## config.mk

```make
export PLATFORM = sky130hd
export DESIGN_NAME = sym_err_counter
export DESIGN_NICKNAME = d
export VERILOG_FILES = /design/src/rtl/sym_err_pkg.sv /design/src/rtl/sym_delay_line.sv /design/src/rtl/sym_err_counter.sv
export SDC_FILE = /design/constraint.sdc
export NUM_CORES = 1
export LEC_CHECK = 0
export BUFFER_PORTS_ARGS = -buffer_cell sky130_fd_sc_hd__buf_2
export CELL_PAD_IN_SITES_DETAIL_PLACEMENT = 2
export CELL_PAD_IN_SITES_GLOBAL_PLACEMENT = 2
export CORE_MARGIN = 2
export CORE_UTILIZATION = 37
export DETAILED_ROUTE_END_ITERATION = 8
export PLACE_DENSITY = 0.84
export SYNTH_ARGS = -nofsm -noshare
export SYNTH_HDL_FRONTEND = slang
export SYNTH_SLANG_ARGS = --single-unit
```

## constraint.sdc

```tcl
create_clock -name clk -period 3.7 [get_ports clk]
set_input_delay 0.37 -clock clk [delete_from_list [all_inputs] [get_ports clk]]
set_output_delay 0.37 -clock clk [all_outputs]
set_load 0.05 [all_outputs]
```

## src/rtl/sym_err_pkg.sv

```systemverilog
// Shared types and helpers for the symbol/bit error checker.
// Symbol width, FSM state encoding and a 2-bit population count.
package sym_err_pkg;

  localparam int SYM_W = 2;

  typedef enum logic [1:0] {
    IDLE  = 2'd0,
    FILL  = 2'd1,
    COUNT = 2'd2
  } state_t;

  function automatic logic [1:0] popcount2(input logic [SYM_W-1:0] v);
    return {1'b0, v[0]} + {1'b0, v[1]};
  endfunction

endpackage

```

## src/rtl/sym_delay_line.sv

```systemverilog
// Reference-symbol delay line: shifts on each symbol strobe, tap selects the entry
// `tap` symbols old; tap 0 bypasses straight to the incoming symbol.
module sym_delay_line
  import sym_err_pkg::*;
#(
  parameter int MAX_DELAY = 16,
  parameter int DLY_W     = 4
) (
  input  logic             clk,
  input  logic             reset,
  input  logic             shift_en,
  input  logic [SYM_W-1:0] sym_in,
  input  logic [DLY_W-1:0] tap,
  output logic [SYM_W-1:0] sym_out
);

  // dl_reg[i] holds the symbol i+1 strobes old
  logic [SYM_W-1:0] dl_reg [MAX_DELAY-1];

  always_ff @(posedge clk) begin
    if (reset) begin
      for (int i = 0; i < MAX_DELAY-1; i++) dl_reg[i] <= '0;
    end else if (shift_en) begin
      dl_reg[0] <= sym_in;
      for (int i = 1; i < MAX_DELAY-1; i++) dl_reg[i] <= dl_reg[i-1];
    end
  end

  always_comb begin
    sym_out = sym_in;
    for (int i = 1; i < MAX_DELAY; i++) begin
      if (tap == DLY_W'(i)) sym_out = dl_reg[i-1];
    end
  end

endmodule

```

## src/rtl/sym_err_counter.sv

```systemverilog
// Windowed symbol/bit error counter against a delayed reference stream.
// Define SYM_ERR_BIT_COUNT_EN to build the bit-error accumulator; otherwise bit_err_count is 0.
module sym_err_counter
  import sym_err_pkg::*;
#(
  parameter int WINDOW    = 1024,
  parameter int MAX_DELAY = 16,
  parameter int DLY_W     = 4,
  parameter int CNT_W     = 16
) (
  input  logic             clk,
  input  logic             reset,
  input  logic             sym_clk_ena,
  input  logic [SYM_W-1:0] ref_sym,
  input  logic             ref_rollover,
  input  logic [SYM_W-1:0] rx_sym,
  input  logic [DLY_W-1:0] delay,
  output logic [CNT_W-1:0] sym_err_count,
  output logic [CNT_W-1:0] bit_err_count,
  output logic             result_valid,
  output logic             busy
);

  localparam int SC_W = $clog2(WINDOW);
  localparam logic [SC_W-1:0] SC_LAST = SC_W'(WINDOW-1);

  function automatic logic [CNT_W-1:0] sat_add(input logic [CNT_W-1:0] acc,
                                               input logic [1:0] inc);
    logic [CNT_W+1:0] sum;
    sum = {2'b00, acc} + {{CNT_W{1'b0}}, inc};
    return (sum > {2'b00, {CNT_W{1'b1}}}) ? {CNT_W{1'b1}} : sum[CNT_W-1:0];
  endfunction

  state_t           state_reg, state_next;
  logic [DLY_W-1:0] delay_q_reg, delay_q_next;
  logic [DLY_W-1:0] fill_cnt_reg, fill_cnt_next;
  logic [SC_W-1:0]  sym_cnt_reg, sym_cnt_next;
  logic [CNT_W-1:0] sym_acc_reg, sym_acc_next;
  logic [CNT_W-1:0] sym_out_reg, sym_out_next;
  logic             valid_reg, valid_next;
  logic [DLY_W-1:0] delay_clamped;
  logic [SYM_W-1:0] ref_aligned;
  logic [SYM_W-1:0] xor_sym;
  logic [CNT_W-1:0] sym_acc_upd;
`ifdef SYM_ERR_BIT_COUNT_EN
  logic [CNT_W-1:0] bit_acc_reg, bit_acc_next;
  logic [CNT_W-1:0] bit_out_reg, bit_out_next;
  logic [CNT_W-1:0] bit_acc_upd;
`endif

  // Clamp only exists when the port can express an out-of-range delay
  generate
    if (MAX_DELAY < (1 << DLY_W)) begin : g_clamp
      assign delay_clamped = (delay > DLY_W'(MAX_DELAY-1)) ? DLY_W'(MAX_DELAY-1) : delay;
    end else begin : g_noclamp
      assign delay_clamped = delay;
    end
  endgenerate

  sym_delay_line #(
    .MAX_DELAY(MAX_DELAY),
    .DLY_W    (DLY_W)
  ) u_delay_line (
    .clk     (clk),
    .reset   (reset),
    .shift_en(sym_clk_ena),
    .sym_in  (ref_sym),
    .tap     (delay_q_reg),
    .sym_out (ref_aligned)
  );

  assign xor_sym     = rx_sym ^ ref_aligned;
  assign sym_acc_upd = sat_add(sym_acc_reg, {1'b0, |xor_sym});
`ifdef SYM_ERR_BIT_COUNT_EN
  assign bit_acc_upd = sat_add(bit_acc_reg, popcount2(xor_sym));
`endif

  always_comb begin
    state_next    = state_reg;
    delay_q_next  = delay_q_reg;
    fill_cnt_next = fill_cnt_reg;
    sym_cnt_next  = sym_cnt_reg;
    sym_acc_next  = sym_acc_reg;
    sym_out_next  = sym_out_reg;
    valid_next    = 1'b0;
`ifdef SYM_ERR_BIT_COUNT_EN
    bit_acc_next  = bit_acc_reg;
    bit_out_next  = bit_out_reg;
`endif
    case (state_reg)
      IDLE: begin
        // A strobe coinciding with the rollover only shifts the delay line
        if (ref_rollover) begin
          delay_q_next  = delay_clamped;
          fill_cnt_next = '0;
          sym_cnt_next  = '0;
          sym_acc_next  = '0;
`ifdef SYM_ERR_BIT_COUNT_EN
          bit_acc_next  = '0;
`endif
          state_next    = (delay_clamped == '0) ? COUNT : FILL;
        end
      end
      FILL: begin
        if (sym_clk_ena) begin
          fill_cnt_next = fill_cnt_reg + DLY_W'(1);
          if (fill_cnt_reg == delay_q_reg - DLY_W'(1)) state_next = COUNT;
        end
      end
      COUNT: begin
        if (sym_clk_ena) begin
          if (sym_cnt_reg == SC_LAST) begin
            // Closing symbol is folded into the published totals
            sym_out_next = sym_acc_upd;
            sym_acc_next = '0;
            sym_cnt_next = '0;
            valid_next   = 1'b1;
`ifdef SYM_ERR_BIT_COUNT_EN
            bit_out_next = bit_acc_upd;
            bit_acc_next = '0;
`endif
          end else begin
            sym_acc_next = sym_acc_upd;
            sym_cnt_next = sym_cnt_reg + SC_W'(1);
`ifdef SYM_ERR_BIT_COUNT_EN
            bit_acc_next = bit_acc_upd;
`endif
          end
        end
      end
      default: state_next = IDLE;
    endcase
  end

  always_ff @(posedge clk) begin
    if (reset) begin
      state_reg    <= IDLE;
      delay_q_reg  <= '0;
      fill_cnt_reg <= '0;
      sym_cnt_reg  <= '0;
      sym_acc_reg  <= '0;
      sym_out_reg  <= '0;
      valid_reg    <= 1'b0;
`ifdef SYM_ERR_BIT_COUNT_EN
      bit_acc_reg  <= '0;
      bit_out_reg  <= '0;
`endif
    end else begin
      state_reg    <= state_next;
      delay_q_reg  <= delay_q_next;
      fill_cnt_reg <= fill_cnt_next;
      sym_cnt_reg  <= sym_cnt_next;
      sym_acc_reg  <= sym_acc_next;
      sym_out_reg  <= sym_out_next;
      valid_reg    <= valid_next;
`ifdef SYM_ERR_BIT_COUNT_EN
      bit_acc_reg  <= bit_acc_next;
      bit_out_reg  <= bit_out_next;
`endif
    end
  end

  assign sym_err_count = sym_out_reg;
`ifdef SYM_ERR_BIT_COUNT_EN
  assign bit_err_count = bit_out_reg;
`else
  assign bit_err_count = '0;
`endif
  assign result_valid  = valid_reg;
  assign busy          = (state_reg != IDLE);

endmodule

```

==> impl_metrics.ini <==
[run_status]
run_status = completed

[critical_path]
ff2ff_setup_slack_ns = 0.19
crit_type = register to register
worst_setup_path_end_kind = register
path_max_fanout = 9
critPathMaxStageDelay_ns = 0.40
critPathArrivalTime_ns = 3.77
path_cells = inv_2, ha_4, buf_4, nor2_1, a21oi_1, o221a_2, o2111ai_1, mux2i_1, nand4_1, ha_1, ha_1, buf_4, and3_1, and3_1, xnor2_1, a311oi_2
critPathLaunchType = register
critPathSlowestCell = dfxtp_2
cp_top_family = compound AO/OA/AOI/OAI gates
r2r_end = sym_err_count[6]
reg2reg_from = delay_q_reg[1]
worst-path-buf-inv = 3
ff2ff_path_depth = 16
cp.required_ns = 3.96

[clock_network]
hold_buffers = 0
htreeDepth = 3
cts_buffers = 9
cts-root-buf = clkbuf_16
clockBufferDepth = 2
cts_tree = done
insertion_delay_ns = 0.35
path_clk_slew_ns = 0.07
cts_sinks = 83

[power_and_ir_drop]
ir_drop_uv = 158
power.density_mw_per_mm2 = 411
p_leak_nw = 1.93

[logic_synthesis]
synth.avg_cell_area_um2 = 9.38
yosys_most_used_dff = dfxtp_1
ys_ff_latch = 83
synth_common_cells = 63 x nor2_1, 53 x dfxtp_1, 30 x edfxtp_1
syn_area_mm2 = 0.00468
synthArstFlopShare_pct = 0
synth_area_leaders = dfxtp_1 23%, edfxtp_1 19%, nor2_1 5.1%, nor2b_1 3.3%, o21ai_0 3.1%
synth_warnings = 0
synth_edf_count = 30
synth_cells = 499
yosysTopAreaCell = dfxtp_1
synth-seq-area-share_pct = 41.9
synth_top_area_share_pct = 22.7
ys_types = 75
yosysMostFrequentCell = nor2_1

[cells_and_area]
final-seq-area_mm2 = 0.00197
fin_cells = 702
synthToLayoutAreaGrowth_pct = 14.1
nNetsFinal = 546
nFillCells = 1386
largest_reg_flops = 30
design_area_mm2 = 0.00534
diodes = 0
multiInputGateArea_mm2 = 0.00252
drive_gt1_share_pct = 22.1

[placed_design]
gp_congestion = 0.797
dp_cells = 683
dp.final_hpwl_um = 9220
placed_area_mm2 = 0.00491
io_buffers = 29

[hold_path]
holdCritStartpoint = delay[2]
hold_depth = 3
hold_path_end = delay_q_reg[2]
holdCritPathClass = input port to register

[floorplan]
die_x_um = 116
row_count = 41
start_util_pct = 37.5
die_h_um = 116
fp.coreArea_mm2 = 0.0125
die_area_mm2 = 0.0136
io_pins = 46

[sta]
max_freq_mhz = 285
slew_headroom_pct = 29.8
drv_slew = 0
min_period_over_period_pct = 94.9
tightest_slew_ns = 1.05
hold_viol_final = 0
final.min_clock_period_ns = 3.51
fin_setup_tns_ns = 0
clock_skew_ns = 0.00742
rsz0062_at_grt = no
finalSetupViolCount = 0

[global_route]
grt_max_degree = 42
antenna_found_initial = 0
grt_pass1_wl_um = 21200
grt-ovfl-total = 0
grt_usage_pct = 20.1
grt_pass1_vias = 4062

[drt]
firstDrtPassIters = 4
wirelength_um = 13100
route.detailed.drc = 0
final_antenna_net_count = 0
dr_total_vias = 3813
first_iter_violations = 205
via_per_inst = 5.43
routedWlPerCell_um = 18.7

[run]
drv_cap = 0
-- worst max-delay path by stage --
stage	to	depth (start not counted)	slack (ns)	start
2_1_floorplan	sym_acc_reg[2]	17	0.35	delay_q_reg[0]
3_3_place_gp	sym_err_count[4]	15	0.18	delay_q_reg[1]
3_5_place_dp	sym_err_count[3]	15	-0.04	delay_q_reg[1]
4_1_cts	sym_err_count[3]	16	0.02	delay_q_reg[1]
5_1_grt	sym_acc_reg[10]	18	0.02	delay_q_reg[1]
6_report	sym_err_count[6]	16	0.19	delay_q_reg[1]
-- where the power goes --
group          leakage (nW)  switching [mW]  internal [mW]  total [mW]
Sequential            0.760          0.0273          0.975        1.00
Clock                 0.151           0.395          0.569       0.964
Combinational          1.02           0.152         0.0768       0.229
Total                  1.93           0.574           1.62        2.20
-- final cells by class --
cell class	instances	share of cell area, %
Timing Repair Buffer	47	5.32
Clock buffer	10	4.68
Multi-Input combinational cell	374	47.2
Clock inverter	6	1.29
Inverter	10	0.703
Tap cell	172	4.03
Sequential cell	83	36.8
-- cells by family (layout without fill, tap and decap cells) --
logic type                 count (synthesis)  count (layout)  share of synthesized area, %
AOI/OAI and AO/OA                        130             130                          20.5
xor gates and xnor gates                  19              19                          3.56
adders and majority gates                  9               9                          2.41
buffers and inverters                     57              73                          7.25
DFF                                       83              83                          41.9
muxes                                      9               9                          1.95
other                                      1              16                        0.0801
and+or+nand+nor                          191             191                          22.3
-- routing by layer --
layer	up-vias	wire, um	global-route usage (%)	share of wire [%]
met5	-	0	0	0
met1	1949	5770	24.8	44
met3	15	301	4.20	2.3
met4	0	168	6.59	1.3
li1	1806	-	-	-
met2	43	6860	35.2	52
-- worst reg2reg max path, cell delays in order (launching register included) --
cell and delay [ns]:
dfxtp_2 0.40, inv_2 0.10, ha_4 0.22, buf_4 0.17, nor2_1 0.13, a21oi_1 0.06
o221a_2 0.26, o2111ai_1 0.24, mux2i_1 0.21, nand4_1 0.16, ha_1 0.25, ha_1 0.20
buf_4 0.15, and3_1 0.23, and3_1 0.22, xnor2_1 0.14, a311oi_2 0.26
-- cells in the final DEF, fill, tap and decap left out, drive strengths merged, types with 2 or more instances in the layout --
| cell | count |
|---|---|
| xor2 | 9 |
| and4 | 2 |
| inv | 13 |
| and3 | 7 |
| and2 | 23 |
| nor3 | 6 |
| dfxtp | 53 |
| a22oi | 10 |
| a311oi | 11 |
| a21oi | 30 |
| a221oi | 2 |
| a211oi | 4 |
| nor3b | 4 |
| ha | 9 |
| conb | 16 |
| clkinvlp | 2 |
| nor2b | 25 |
| clkbuf | 10 |
| a31oi | 3 |
| o211ai | 4 |
| a2bb2oi | 5 |
| edfxtp | 30 |
| nand2b | 3 |
| nand2 | 20 |
| nand3 | 12 |
| nand4b | 3 |
| mux2i | 8 |
| a2111oi | 2 |
| nand4 | 8 |
| or2 | 5 |
| a21o | 3 |
| nand3b | 3 |
| buf | 47 |
| o22ai | 2 |
| o21bai | 2 |
| xnor2 | 10 |
| o21ai | 39 |
| nor2 | 64 |
-- through the flow --
| step | setup WS (ns) | hold slack [ns] | power [mW] | util (%) |
|---|---|---|---|---|
| 2_1_floorplan | 0.353 | 0.439 | 1.19 | - |
| 6_report | 0.190 | 0.283 | 2.20 | 42.8 |
| 3_5_place_dp | -0.0380 | 0.469 | 1.24 | 39.4 |
| 5_1_grt | 0.0169 | 0.315 | 2.28 | 42.8 |
| 4_1_cts | 0.0217 | 0.279 | 2.21 | 42.2 |
| 3_3_place_gp | 0.180 | 0.451 | 1.22 | 39.4 |
-- repair_timing --
action | CTS | global route
resized for setup | 5 | 16
setup endpoints to repair | 11 | 29
pin swaps | 2 | 2
buffers inserted | 3 | 0
Note: power is estimated with default switching activity, not from simulation.
